$ cat src/rtl/board_pkg.sv
// Shared constants, tile type and turn FSM states for the board race.
// Imported by the turn controller, ui_render and the test top.
package board_pkg;

  localparam int TILE_SPACING   = 60;
  localparam int START_X        = 20;
  localparam int MAX_TILE       = 10;
  localparam int TIMEOUT_CYCLES = 25_000_000;

  typedef logic [3:0] tile_t;

  typedef enum logic [2:0] {
    IDLE,
    ISSUE,
    WAIT_DONE,
    SWITCH,
    GAME_OVER
  } state_t;

  function automatic logic [9:0] tile_to_x(
    tile_t t,
    int    start_x,
    int    spacing
  );
    return 10'(start_x + int'(t) * spacing);
  endfunction

  // Overshoot past the flag lands exactly on the flag.
  function automatic tile_t step_tile(
    tile_t       t,
    logic [1:0]  steps,
    int          max_tile
  );
    logic [4:0] sum;
    sum = {1'b0, t} + {3'b000, steps};
    return (int'(sum) > max_tile) ? tile_t'(max_tile) : sum[3:0];
  endfunction

endpackage

$ cat src/rtl/turn_timer.sv
// Watchdog for the animation wait: flags expiry after TIMEOUT_CYCLES-1.
// Holds at the expired count until cleared.
module turn_timer #(
  parameter int TIMEOUT_CYCLES = 25_000_000
) (
  input  logic clk,
  input  logic rst,
  input  logic clear,
  input  logic enable,
  output logic expired
);

  localparam int W = (TIMEOUT_CYCLES > 1) ? $clog2(TIMEOUT_CYCLES) : 1;

  logic [W-1:0] count;

  assign expired = (count == W'(TIMEOUT_CYCLES - 1));

  always_ff @(posedge clk) begin
    if (rst || clear) begin
      count <= '0;
    end else if (enable && !expired) begin
      count <= count + W'(1);
    end
  end

endmodule

$ cat src/rtl/board_turn_controller.sv
// Two-player turn sequencer: applies a move, waits for the animation
// (or a timeout), then hands over the turn or declares the winner.
module board_turn_controller #(
  parameter int TILE_SPACING   = 60,
  parameter int START_X        = 20,
  parameter int MAX_TILE       = 10,
  parameter int TIMEOUT_CYCLES = 25_000_000
) (
  input  logic       clk,
  input  logic       rst,
  input  logic       new_game,
  input  logic       move_req,
  input  logic [1:0] move_steps,
  input  logic       turn_done,
  output logic [9:0] player1_pos_x,
  output logic [9:0] player2_pos_x,
  output logic       pos_valid,
  output logic       active_player,
  output logic       busy,
  output logic       game_over,
  output logic       winner,
  output logic [3:0] p1_tile,
  output logic [3:0] p2_tile
);

  import board_pkg::*;

  state_t     state;
  tile_t      p1_t;
  tile_t      p2_t;
  tile_t      mover_t;
  tile_t      next_t;
  logic [1:0] steps_q;
  logic       restart;
  logic       timer_clr;
  logic       timer_exp;
  logic       turn_end;

  assign p1_tile   = p1_t;
  assign p2_tile   = p2_t;
  assign restart   = rst || new_game;
  assign mover_t   = active_player ? p2_t : p1_t;
  assign next_t    = step_tile(mover_t, steps_q, MAX_TILE);
  assign timer_clr = restart || (state != WAIT_DONE);

  // The pos_valid cycle is the first WAIT_DONE cycle; ignore done there.
  assign turn_end  = (turn_done && !pos_valid) || timer_exp;

  turn_timer #(
    .TIMEOUT_CYCLES(TIMEOUT_CYCLES)
  ) u_timer (
    .clk    (clk),
    .rst    (rst),
    .clear  (timer_clr),
    .enable (state == WAIT_DONE),
    .expired(timer_exp)
  );

  always_ff @(posedge clk) begin
    if (restart) begin
      state         <= IDLE;
      steps_q       <= 2'd0;
      p1_t          <= '0;
      p2_t          <= '0;
      player1_pos_x <= tile_to_x('0, START_X, TILE_SPACING);
      player2_pos_x <= tile_to_x('0, START_X, TILE_SPACING);
      pos_valid     <= 1'b0;
      active_player <= 1'b0;
      busy          <= 1'b0;
      game_over     <= 1'b0;
      winner        <= 1'b0;
    end else begin
      pos_valid <= 1'b0;
      unique case (state)
        IDLE: begin
          if (move_req && move_steps != 2'd0) begin
            steps_q <= move_steps;
            busy    <= 1'b1;
            state   <= ISSUE;
          end
        end
        ISSUE: begin
          if (active_player) begin
            p2_t          <= next_t;
            player2_pos_x <= tile_to_x(next_t, START_X, TILE_SPACING);
          end else begin
            p1_t          <= next_t;
            player1_pos_x <= tile_to_x(next_t, START_X, TILE_SPACING);
          end
          pos_valid <= 1'b1;
          state     <= WAIT_DONE;
        end
        WAIT_DONE: begin
          if (turn_end) begin
            if (mover_t == tile_t'(MAX_TILE)) begin
              game_over <= 1'b1;
              winner    <= active_player;
              busy      <= 1'b0;
              state     <= GAME_OVER;
            end else begin
              state <= SWITCH;
            end
          end
        end
        SWITCH: begin
          active_player <= ~active_player;
          busy          <= 1'b0;
          state         <= IDLE;
        end
        GAME_OVER: begin
          state <= GAME_OVER;
        end
        default: begin
          state <= IDLE;
        end
      endcase
    end
  end

endmodule

$ cat config.mk
export PLATFORM = sky130hd
export DESIGN_NAME = board_turn_controller
export DESIGN_NICKNAME = d
export VERILOG_FILES = /design/src/rtl/board_pkg.sv /design/src/rtl/turn_timer.sv /design/src/rtl/board_turn_controller.sv
export SDC_FILE = /design/constraint.sdc
export NUM_CORES = 1
export LEC_CHECK = 0
export CAP_MARGIN = 15
export CELL_PAD_IN_SITES_DETAIL_PLACEMENT = 2
export CELL_PAD_IN_SITES_GLOBAL_PLACEMENT = 2
export CORE_MARGIN = 2
export CORE_UTILIZATION = 30
export DETAILED_ROUTE_END_ITERATION = 16
export GPL_ROUTABILITY_DRIVEN = 0
export PLACE_DENSITY_LB_ADDON = 0.05
export RECOVER_POWER = 100
export SLEW_MARGIN = 10
export SYNTH_ARGS = -nofsm -noshare
export SYNTH_HDL_FRONTEND = slang
export SYNTH_SLANG_ARGS = --single-unit
$ cat constraint.sdc
create_clock -name clk -period 5.25 [get_ports clk]
set_clock_uncertainty 0.2 [all_clocks]
set_input_delay 1.05 -clock clk [delete_from_list [all_inputs] [get_ports clk]]
set_output_delay 1.05 -clock clk [all_outputs]
set_load 0.01 [all_outputs]
# == Word-level counts from Yosys, hierarchy flattened ==
# Cells that the tools add are included.
# classes
n_bitwise,1
reduce_logical,18
n_mux,11
multipliers,1
magnitude_cmp,1
eq_ne,10
addsub,3
# ops
cell,n
"25-bit by 1-bit adder with 25-bit output, second input constant",1
"25-bit equality test, second input constant",1
3-bit case mux with 4 select lines,1
"5-bit by 10-bit adder with 10-bit output, first input constant",1
3-bit 2-to-1 mux,3
"4-bit by 4-bit multiplier with 8-bit output, second input constant",1
4-bit 2-to-1 mux,2
2-bit AND reduction,4
"3-bit by 2-bit equality test with 1-bit output, second input constant",2
"2-bit inequality test, second input constant",3
4-bit by 2-bit adder with 5-bit output,1
"5-bit by 4-bit greater-than comparator with 1-bit output, second input constant",1
"4-bit equality test, second input constant",1
1-bit logical OR,4
1-bit 2-to-1 mux,4
4-bit AND reduction,1
"3-bit by 1-bit equality test with 1-bit output, second input constant",1
"3-bit equality test, second input constant",1
1-bit logical AND,3
3-bit logical NOT,1
"3-bit by 2-bit inequality test with 1-bit output, second input constant",1
1-bit case mux with 3 select lines,1
3-bit AND reduction,1
3-bit nonzero test,1
other kinds (3),4
# totals
word_cells,57
out_inout_bits,33
input_bits,7
reg_bits,63

# == Logic depth before layout (Yosys ltp) ==
# depth
ltp_word,6
depth_mapped,19
depth_no_buf,18

# == By module ==
# Synthesis repeated with hierarchy kept, for this count alone.
# unflattened
cells_unflattened,363
area_unflattened_um2,3214.3
# by_module_without_submodules
mod,cells_each,n_inst,seq_area_each_um2,area_per_inst_um2
board_turn_controller,229,1,680.7,1991.9
turn_timer,134,1,500.5,1222.4

# == Worst setup path before layout ==
# Ideal clock, no wire load.
# synth_path
path_kind,register -> register
startpoint,reg active_player
endpoint,reg player2_pos_x[9]
t_arrival_ns,5.437
path_stages_with_launch,20
n_path_buf,1
t_required_ns,4.918
slack_ns,-0.520
period_less_slack_ns,5.770
setup_ns,0.132
path_cell_list,dfxtp_1 > clkbuf_1 > mux2_2 > ha_1 > fa_1 > or4_1 > a21boi_1 > nor2_1 > inv_1 > fa_1 > inv_1 > fa_1 > inv_1 > fa_1 > nand2b_1 > a21oi_1 > xnor2_1 > o2111ai_1 > xor2_1 > a21oi_1
# synth_via
elab_chain_cells,6
word_cells_on_any_way,7
cone_classes,add/sub: 2; mul: 1; order compare: 1; mux: 2; reduce/logical: 1
# synth_lines
item,line_no,source
"start, declared",board_turn_controller.sv:18,"output logic active_player,"
"start signal, assigned",board_turn_controller.sv:106,active_player <= ~active_player;
4-bit 2-to-1 mux *,board_turn_controller.sv:42,assign mover_t = active_player ? p2_t : p1_t;
4-bit by 2-bit adder with 5-bit output *,board_pkg.sv:35,"sum = {1'b0, t} + {3'b000, steps};"
5-bit by 4-bit greater-than comparator with 1-bit output,board_pkg.sv:36,return (int'(sum) > max_tile) ? tile_t'(max_tile) : sum[3:0];
4-bit 2-to-1 mux *,board_pkg.sv:36,
net next_t[3],board_turn_controller.sv:32,tile_t next_t;
4-bit by 4-bit multiplier with 8-bit output *,board_pkg.sv:25,return 10'(start_x + int'(t) * spacing);
5-bit by 10-bit adder with 10-bit output *,board_pkg.sv:25,
"end signal, assigned",board_turn_controller.sv:66,"player2_pos_x <= tile_to_x('0, START_X, TILE_SPACING);"
"end signal, assigned",board_turn_controller.sv:85,"player2_pos_x <= tile_to_x(next_t, START_X, TILE_SPACING);"
"end, declared",board_turn_controller.sv:16,"output logic [9:0] player2_pos_x,"
# Mark *: on every way through the listed nets, which the timed path passes. The rest lies on a longest branch.
# A chain may end at the register's enable or synchronous reset.

# == Final worst setup path ==
# Same ends and word-level chain as after synthesis.

==> reports/metrics.yaml <==
logic_synthesis:
  yosysWarningCount: 0
  syn-instance-count: 359
  synth-xor-area-share: 0.0916
  synthTopCellsByCount: "dfxtp_1, nor2_1, nand2_1"
  synth.ff_latch_count: 59
  synthFlopType: "dfxtp_1"
  synth_area_um2: 3160
  yosysTopAreaCellShare: 0.374
  avgSynthCellArea_um2: 8.79
  yosysMostFrequentCell: "dfxtp_1"
  yosysUniqueCellTypes: 55
  muxShareOfSynthArea: 0.0428
  yosys.area_share.simple: 0.216
  synthTopCellsByArea: "dfxtp_1, nor2_1, ha_1, xor2_1, xnor2_1"
  yosys.area.top_type: "dfxtp_1"
  synth_top_family_by_area: "simple AND/OR/NAND/NOR gates"
  ys_async_sr_fraction: 0
  synth_edf_count: 0
  synth_compound_area_frac: 0.126
  synthAdderAreaFrac: 0.0935
  yosysSeqAreaShare: 0.374
timing:
  finalSetupTns_ns: 0
  min_period_ns: 5.03
  hold_slack_ns: 0.260
  max_clock_freq_mhz: 199
  hold_viol: 0
  period_share: 0.958
  slew_headroom: 0.106
  slew_violations: 0
  worst_pin_slew_ns: 1.34
  setup_violations: 0
global_routing:
  grt_pass1_wl_mm: 14.3
  grt_pass1_vias: 2803
  overflow: 0
  antenna_found_initial: 0
  grt.total_usage: 0.162
  grt_max_degree: 26
power_and_ir_drop:
  max-vdd-ir-drop_uv: 77.6
  swShare: 0.245
  p_int_uw: 700
  power_frac_clock: 0.460
  power_density_nw_per_um2: 239
  p_leak_uw: 0.00150
  sequentialPowerShare: 0.488
  combPwrFrac: 0.052
  p_switching_uw: 227
setup_path:
  critPathKind: "reg2reg"
  slowest_delay_ns: 0.57
  path_cells: "mux2_2 > ha_2 > fa_2 > or4_4 > a21boi_4 > nor2_4 > inv_1 > fa_1 > inv_1 > fa_1 > inv_1 > fa_2 > nand2b_1 > a21oi_2 > xnor2_2 > o2111ai_2 > xor2_1 > a21oi_1"
  crit_fanout: 7
  crit_slowest_cell: "or4_4"
  endpoint_kind: "flop"
  crit_top_cell: "inv_1"
  crit_required_ns: 5.24
  arrival_ns: 5.01
  startpoint_type: "flop"
cts:
  clkTransAtPathRegs_ns: 0.07
  htree_levels: 3
  postCtsHoldBufs: 0
  clock_latency_ns: 0.33
  cts_root_buf: "clkbuf_8"
  cts_tree: "built"
  numCtsBuffers: 9
  clockBufferDepth: 2
  cts_sinks: 59
layout:
  fin_cells: 542
  layout-drive-gt1-share: 0.116
  n_antenna_cell: 0
  layout-area-overhead-vs-synth_pct: 22.9
  utilization: 0.378
  layout.nets: 428
  n_fill_cell: 1167
drt:
  drtPass1Iterations: 4
  viasPerCell: 4.85
  route.detailed.drc: 0
  antenna_left: 0
  dr.first_iter.drc_count: 77
  wl_per_cell_um: 16.1
  dr_total_vias: 2631
  top_layer: "met4"
  drt_wl_total_mm: 8.71
  routed-wl-met2_mm: 4.50
  met1Wirelength_mm: 3.94
  met3RoutedLength_um: 164
worst_hold_path:
  hold_path_class: "reg2reg"
flow_run:
  drv_cap: 0
die:
  dieHeight_um: 107
  die_x_um: 107
  die_area_um2: 11400
  boundaryPins: 40
  num_rows: 37
  coreArea_um2: 10300
  start_util: 0.307
placement:
  hpwl_mm: 6.45
  dp.cells: 523
  port_buffers: 35
outcome:
  status: "finished, final reports clean"
## cells by family after synthesis
group	count (synthesis)
AO/OA/AOI/OAI	62
buffers and inverters	36
XOR/XNOR	33
flip-flops	59
other	1
multiplexers	13
AND/OR/NAND/NOR	135
adder cells (fa/ha/maj)	20
## registers in the layout, indices dropped and copies added, names as in the netlist, 2 cells and up
| name | cells |
|---|---|
| p1_tile | 4 |
| state | 3 |
| player2_pos_x | 8 |
| steps_q | 2 |
| u_timer.count | 25 |
| p2_tile | 4 |
| player1_pos_x | 8 |
## through the flow
step | power [uW] | worst slack [ns] | cell area (um2)
after floorplan | 497 | 0.00643 | 3190
after global placement | 513 | 0.171 | 3660
after detailed placement | 514 | 0.00349 | 3660
after CTS | 947 | 0.0251 | 3860
after global routing | 970 | -0.0344 | 3880
final | 927 | 0.221 | 3880
## timing repair
item,4_1_cts,5_1_grt
gates resized for setup,1,7
buffers inserted,0,3
setup endpoints to repair,1,5
pin swaps,0,4
## critical path: cells and delay by family (launching register included)
kind | cells | cell delay, ns
xor gates and xnor gates | 2 | 0.35
adders and majority gates | 5 | 1.93
muxes | 1 | 0.34
and+or+nand+nor | 3 | 0.84
buffers and inverters | 3 | 0.21
DFF | 1 | 0.38
AOI/OAI and AO/OA | 4 | 0.62
## area by class of cell
class / count / area, um2 / share of cell area
multi-input cells: 267 / 1840 / 0.474
flip-flops and latches: 59 / 1180 / 0.305
repair buffers: 46 / 425 / 0.110
well taps: 136 / 170 / 0.0438
clock buffers: 11 / 141 / 0.0364
inverters: 18 / 67.6 / 0.0174
clock inverters: 5 / 52.6 / 0.0135
## power by group through the flow
stage	Clock, uW	Sequential [uW]	Combinational, uW
final	426	452	48.2
after global placement	0	463	49.9
after global routing	463	453	54.5
after detailed placement	0	463	50.6
after CTS	443	453	51.1
after floorplan	0	463	33.8
## cell usage in the layout, fill, tap and decap left out, types with 8 or more instances in the layout
cell type	n
dfxtp_1	58
nor2_1	47
dlygate4sd3_1	30
nand2_1	28
xor2_1	19
a21oi_1	17
inv_1	17
o21ai_0	17
ha_1	13
xnor2_1	12
nor3_1	10
clkbuf_8	10
mux2i_1	9
buf_4	9
nand3_1	8
## per-layer routing
metal,vias to the layer above,track usage
met5,-,0
met1,1298,0.192
met3,9,0.0310
li1,1298,-
met2,26,0.293
met4,0,0.0501
## final timing paths
kind | start | to | slack [ns] | cells after the start
max reg2reg | active_player | player2_pos_x[9] | 0.22 | 18
min reg2reg | winner | winner | 0.26 | 2
min | winner | winner | 0.26 | 2
max | active_player | player2_pos_x[9] | 0.22 | 18
Note: power is estimated with default switching activity, not from simulation.
==> patch 1 (config.mk and constraints unchanged) <==
`TIMEOUT_CYCLES` is set to 25_000_000 in 3 places; all go to 100_000_000.
--- a/src/rtl/board_pkg.sv
+++ b/src/rtl/board_pkg.sv
@@ -6,5 +6,5 @@
   localparam int START_X        = 20;
   localparam int MAX_TILE       = 10;
-  localparam int TIMEOUT_CYCLES = 25_000_000;
+  localparam int TIMEOUT_CYCLES = 100_000_000;
 
   typedef logic [3:0] tile_t;
--- a/src/rtl/turn_timer.sv
+++ b/src/rtl/turn_timer.sv
@@ -2,5 +2,5 @@
 // Holds at the expired count until cleared.
 module turn_timer #(
-  parameter int TIMEOUT_CYCLES = 25_000_000
+  parameter int TIMEOUT_CYCLES = 100_000_000
 ) (
   input  logic clk,
--- a/src/rtl/board_turn_controller.sv
+++ b/src/rtl/board_turn_controller.sv
@@ -5,5 +5,5 @@
   parameter int START_X        = 20,
   parameter int MAX_TILE       = 10,
-  parameter int TIMEOUT_CYCLES = 25_000_000
+  parameter int TIMEOUT_CYCLES = 100_000_000
 ) (
   input  logic       clk,
Check against the original RTL: no difference found for any inputs over 10 cycles, from zero or initial values; that may be too few to reach the edited logic, so the function may still have changed.
==> patch 1 against the original RTL <==
Sequential cell count grew 2. Non-clock buffer count unchanged. Area after synthesis grew 0.40%. Critical path type unchanged. Final cell count increased by 0.55%. Setup slack worse by 35 ps. Via count up 0.99%. Fmax fell by 0.68%. Die area increased by 0.38%. Design area grew 0.64%. Total power down 2.9%. Wire length is 0.69% lower.
==> patch 1: results (changes against the original RTL) <==
Status
  • Status: finished, final reports clean

Pwr
  • Lkg Pwr: 1.53 nW (+1.7%)
  • Max IR drop VDD: 0.0000891 V (+15%)

Placed design
  • # placed instances: 525 (+0.38%)
  • Placed cell area: 3680 µm² (+0.44%)
  • Dpl hpwl: 6320 µm (-2.1%)
  • Port Buf Inserts: 35 (unchanged)

Setup path
  • R2r setup slk: 190 ps (-30 ps)
  • Crit Path Max Fanout: 6 (-1)
  • CP arrival: 5030 ps (+20 ps)

GRT
  • Pin count of the biggest net entering global routing: 28 (+7.7%)
  • Global-route wire length before repair: 14700 µm (+2.5%)
  • Vias in the first global route: 2882 (+2.8%)
  • Total gr overflow: 0 (unchanged)
  • Antenna violations before repair: 0 (unchanged)
  • Global-route usage over all layers: 0.165 (+0.00353)

Logic synthesis
  • Post-synthesis cell type count: 51 (-7.3%)
  • Main synth FF type: dfxtp_1
  • Syn avg cell area: 8.78 µm² (-0.16%)
  • Syn. warnings: 0 (unchanged)
  • Synth cell count leaders: dfxtp_1 (61), nor2_1 (49), nand2_1 (29)
  • Async S/R FF share, synth: 0 (unchanged)
  • Seq/Total Area, Yosys: 0.385 (+0.0112)
  • Area contributors post-synth: dfxtp_1 (39%), xor2_1 (7.5%), nor2_1 (5.8%)

Detailed routing
  • Total routed wirelength: 8650 µm (-0.69%)
  • Drt first pass iters: 4 (unchanged)
  • Routed wire per std cell: 15.9 µm (-1.2%)
  • Drt initial violations: 61 (-21%)
  • Mean number of vias per cell: 4.88 (+0.43%)

Layout
  • Share of cells above drive strength 1: 0.100 (-0.0155)
  • # diodes: 0 (unchanged)
  • Largest regs: u_timer.count: 27 flops, player1_pos_x: 8 flops, player2_pos_x: 8 flops
  • Final nets: 431 (+0.70%)

Die
  • Die ar.: 11400 µm² (+0.38%)

Clock tree
  • CTS Buffer Depth: 2 (unchanged)
  • H-tree levels: 3 (unchanged)
  • Num CTS Buffers: 9 (unchanged)
  • CTS root buffer: clkbuf_8
  • Skew-Pair Late Insertion Delay: 340 ps
  • Clock-pin slew on the worst setup and hold paths: 70 ps (about the same)

Timing
  • Worst slew margin: 0.188 (+0.0822)

Worst hold path
  • Worst Hold Class: reg -> reg
-- patch 1: cell types whose count changed in the layout (fill, tap and decap cells not counted), sizes merged, moves of 3 or more --
| cell | unedited run | this run |
|---|---|---|
| clkbuf | 13 | 17 |
| xnor2 | 14 | 7 |
| nor4b | 1 | 4 |
| and2 | 1 | 4 |
| and4 | 1 | 4 |
| nor3 | 10 | 5 |
| xor2 | 19 | 27 |
| clkinv | 4 | 1 |
-- patch 1: what timing repair did --
action                     CTS  global route
buffers inserted             0             4
gates resized for setup      0             7
setup endpoints to repair    0             6
-- patch 1: per-layer routing --
metal	GRT usage	wire [µm]	vias to the layer above
met2	0.292	4430	20
met3	0.0353	154	9
li1	-	-	1311
met1	0.201	3950	1317
met5	0	0	-
met4	0.0501	115	0
-- patch 1: stage by stage --
stage / power (mW) / setup WS (ps) / hold WS, ps / setup TNS, ps
after global placement: 0.528 / 175 / 238 / 0
after detailed placement: 0.529 / 60.2 / 252 / 0
after CTS: 0.918 / 36.9 / 265 / 0
final: 0.900 / 187 / 259 / 0
after global routing: 0.945 / -8.86 / 293 / -12.6
after floorplan: 0.511 / 60.3 / 267 / 0
-- patch 1: final cells by class --
| class | instances | area [µm²] |
|---|---|---|
| Sequential cell | 61 | 1220 |
| Timing Repair Buffer | 46 | 425 |
| Tap cell | 136 | 170 |
| Multi-Input combinational cell | 270 | 1850 |
| Inverter | 16 | 60.1 |
| Fill cell | 1182 | 6370 |
| Clock inverter | 1 | 5.00 |
| Clock buffer | 15 | 166 |
-- patch 1: cells by family (layout without fill, tap and decap cells) --
kind of cell | Yosys count | in the layout | share of synthesized area
flip-flops | 61 | 61 | 0.385
multiplexers | 13 | 13 | 0.0438
adder cells (fa/ha/maj) | 20 | 20 | 0.0932
AO/OA/AOI/OAI | 62 | 62 | 0.121
AND/OR/NAND/NOR | 137 | 137 | 0.214
other | 1 | 4 | 0.00118
XOR/XNOR | 34 | 34 | 0.0940
buffers and inverters | 33 | 78 | 0.0470
-- patch 1: report_power, final --
part / switching [mW] / leakage [nW] / internal, mW / total, mW
logic: 0.0285 / 0.945 / 0.0199 / 0.0484
clock network: 0.186 / 0.0877 / 0.198 / 0.384
registers: 0.00279 / 0.493 / 0.465 / 0.468
-- patch 1: final timing paths --
check                                    from                to  depth (start not counted)
worst max register to register  active_player  player2_pos_x[8]                         17
worst max-delay path            active_player  player2_pos_x[8]                         17
worst min register to register      game_over         game_over                          2
worst min-delay path                game_over         game_over                          2
-- patch 1: worst max-delay path, stage by stage, from the launching register on --
cell and delay, ps:
dfxtp_4 370, mux2_2 350, ha_2 190, fa_2 400, or4_4 540, a21boi_2 190, nor2_4 140, inv_1 80
fa_1 500, inv_1 60, fa_1 500, inv_1 60, fa_2 550, o21bai_1 160, nor2_1 80, nand2_1 100
xor2_1 280, a211oi_1 130
==> patch 2 (same flow settings) <==
Without the edit above. The 5 states of `state_t` get a Gray code encoding in 3 bits.
--- a/src/rtl/board_pkg.sv
+++ b/src/rtl/board_pkg.sv
@@ -11,9 +11,9 @@
 
   typedef enum logic [2:0] {
-    IDLE,
-    ISSUE,
-    WAIT_DONE,
-    SWITCH,
-    GAME_OVER
+    IDLE      = 3'b000,
+    ISSUE     = 3'b001,
+    WAIT_DONE = 3'b011,
+    SWITCH    = 3'b010,
+    GAME_OVER = 3'b110
   } state_t;
 
Formal check against the unedited RTL: same outputs for any inputs over 10 cycles, from zero or initial values; not proved beyond that.
==> patch 2 against the original RTL <==
Sequential power is essentially flat. Fmax shrank 0.23%. Sequential cell count is the same. Setup slack lost 12 ps. Combinational power is essentially flat. Non-clock buffer count grew 1. Final cell count grew 0.92%. Wire length grew 0.60%. Total power shrank 5.2%. Area after synthesis shrank 1.5%. Design area shrank 0.97%.
==> patch 2: results (changes against the original RTL) <==
Clock tree
  • CTS root buffer: clkbuf_8
  • Clock-pin slew on the worst setup and hold paths: 60 ps
  • Skew-Pair Late Insertion Delay: 360 ps (+30 ps)
  • Num CTS Buffers: 9 (unchanged)
  • H-tree levels: 3 (unchanged)

Layout
  • Share of cells above drive strength 1: 0.0998 (-0.0160)
  • Final nets: 433 (+1.2%)
  • Fin util: 0.377 (about the same)
  • Reg with most FFs: u_timer.count
  • Largest regs: u_timer.count: 25 flops, player1_pos_x: 8 flops, player2_pos_x: 8 flops

Logic synthesis
  • Post-synthesis mux area share: 0.0398 (-0.00298)
  • Synth cell count leaders: dfxtp_1 (59), nor2_1 (47), nand2_1 (29)
  • Post-synthesis cell type count: 50 (-9.1%)
  • Area contributors post-synth: dfxtp_1 (38%), xor2_1 (5.9%), nor2_1 (5.7%)
  • Seq/Total Area, Yosys: 0.380 (+0.00557)
  • Post-synthesis adder-cell area fraction: 0.0949 (+0.00139)
  • Main synth FF type: dfxtp_1
  • Synth Area in XOR/XNOR: 0.0788 (-0.0127)
  • Syn. warnings: 0 (unchanged)
  • Synth Area in Compound Gates: 0.125 (-0.000544)

GRT
  • Pin count of the biggest net entering global routing: 26 (unchanged)
  • Global-route usage over all layers: 0.169 (+0.00735)
  • Global-route wire length before repair: 14700 µm (+2.6%)
  • Vias in the first global route: 2919 (+4.1%)

Setup path
  • Crit path largest cell delay: 580 ps
  • Crit Path Max Fanout: 4 (-3)
  • CP arrival: 5010 ps (about the same)
  • Largest delay share family, worst path: adder cells

Worst hold path
  • Worst Hold Class: reg -> reg

Pwr
  • NetSw: 213 µW (-6.3%)
  • Lkg Pwr: 1.50 nW (-0.25%)
  • Max IR drop VDD: 0.000160 V (+110%)

Status
  • Status: finished, final reports clean

Detailed routing
  • Vias: 2724 (+3.5%)
  • Drt first pass iters: 4 (unchanged)
  • Routed wire per std cell: 16.0 µm (-0.32%)
  • Drt initial violations: 44 (-43%)

Placed design
  • Dpl hpwl: 6400 µm (-0.82%)
  • Pre-CTS WS: 8.40 ps (+4.91 ps)
  • Port Buf Inserts: 35 (unchanged)

Timing
  • Min Clock Period, post-route: 5040 ps (+11.7 ps)
  • Worst slew pin tran: 1330 ps (-6.82 ps)
==> patch 2: changes by cell type after synthesis, sizes merged, moves of 3 or more <==
cell    unedited run  this run
a21oi             18        23
nand2b             1         4
or3                4         7
xnor2             14         7
nand3              8        18
nor3              10         6
==> patch 2: final cells by class <==
cell class              instances  area [µm²]
multi-input cells             273        1830
clock buffers                  14         163
well taps                     136         170
fillers                      1181        6340
flip-flops and latches         59        1180
clock inverters                 2        10.0
repair buffers                 47         429
inverters                      16        60.1
==> patch 2: final timing paths <==
check	depth (start not counted)	to	start
max	17	player1_pos_x[8]	active_player
min	1	player2_pos_x[3]	player2_pos_x[3]
max reg2reg	17	player1_pos_x[8]	active_player
min reg2reg	1	player2_pos_x[3]	player2_pos_x[3]
==> patch 2: logic make-up (layout without fill, tap and decap cells) <==
family                   after synthesis  in the layout
AO/OA/AOI/OAI                         64             64
adder cells (fa/ha/maj)               20             20
XOR/XNOR                              28             28
flip-flops                            59             59
other                                  1              4
buffers and inverters                 34             79
multiplexers                          12             12
AND/OR/NAND/NOR                      145            145
==> patch 2: timing repair <==
action / CTS / global route
hold buffers: 0 / 0
pin swaps: 0 / 4
resized for setup: 1 / 6
buffers inserted: 0 / 2
setup endpoints to repair: 1 / 6
==> patch 2: metrics by stage <==
step,hold slack [ps],instances,power (mW),cell area [µm²]
after global placement,255,529,0.512,3640
after global routing,286,547,0.928,3840
final,263,547,0.878,3840
after detailed placement,261,529,0.513,3640
after floorplan,254,366,0.494,3140
after CTS,277,545,0.903,3810
==> patch 2: layer usage <==
metal  wire, µm  part of all wire  vias up  global-route usage
li1           -                 -     1329                   -
met1       3820              0.44     1359               0.190
met2       4560              0.52       28               0.299
met3        264             0.030        8              0.0569
met4        114             0.013        0              0.0573
met5          0                 0        -                   0
==> patch 2: power groups by stage <==
stage	sequential, mW	clock [mW]	combinational (mW)
2_1_floorplan	0.463	0	0.0308
3_3_place_gp	0.463	0	0.0491
3_5_place_dp	0.463	0	0.0500
4_1_cts	0.453	0.400	0.0502
5_1_grt	0.452	0.422	0.0543
6_report	0.452	0.377	0.0483
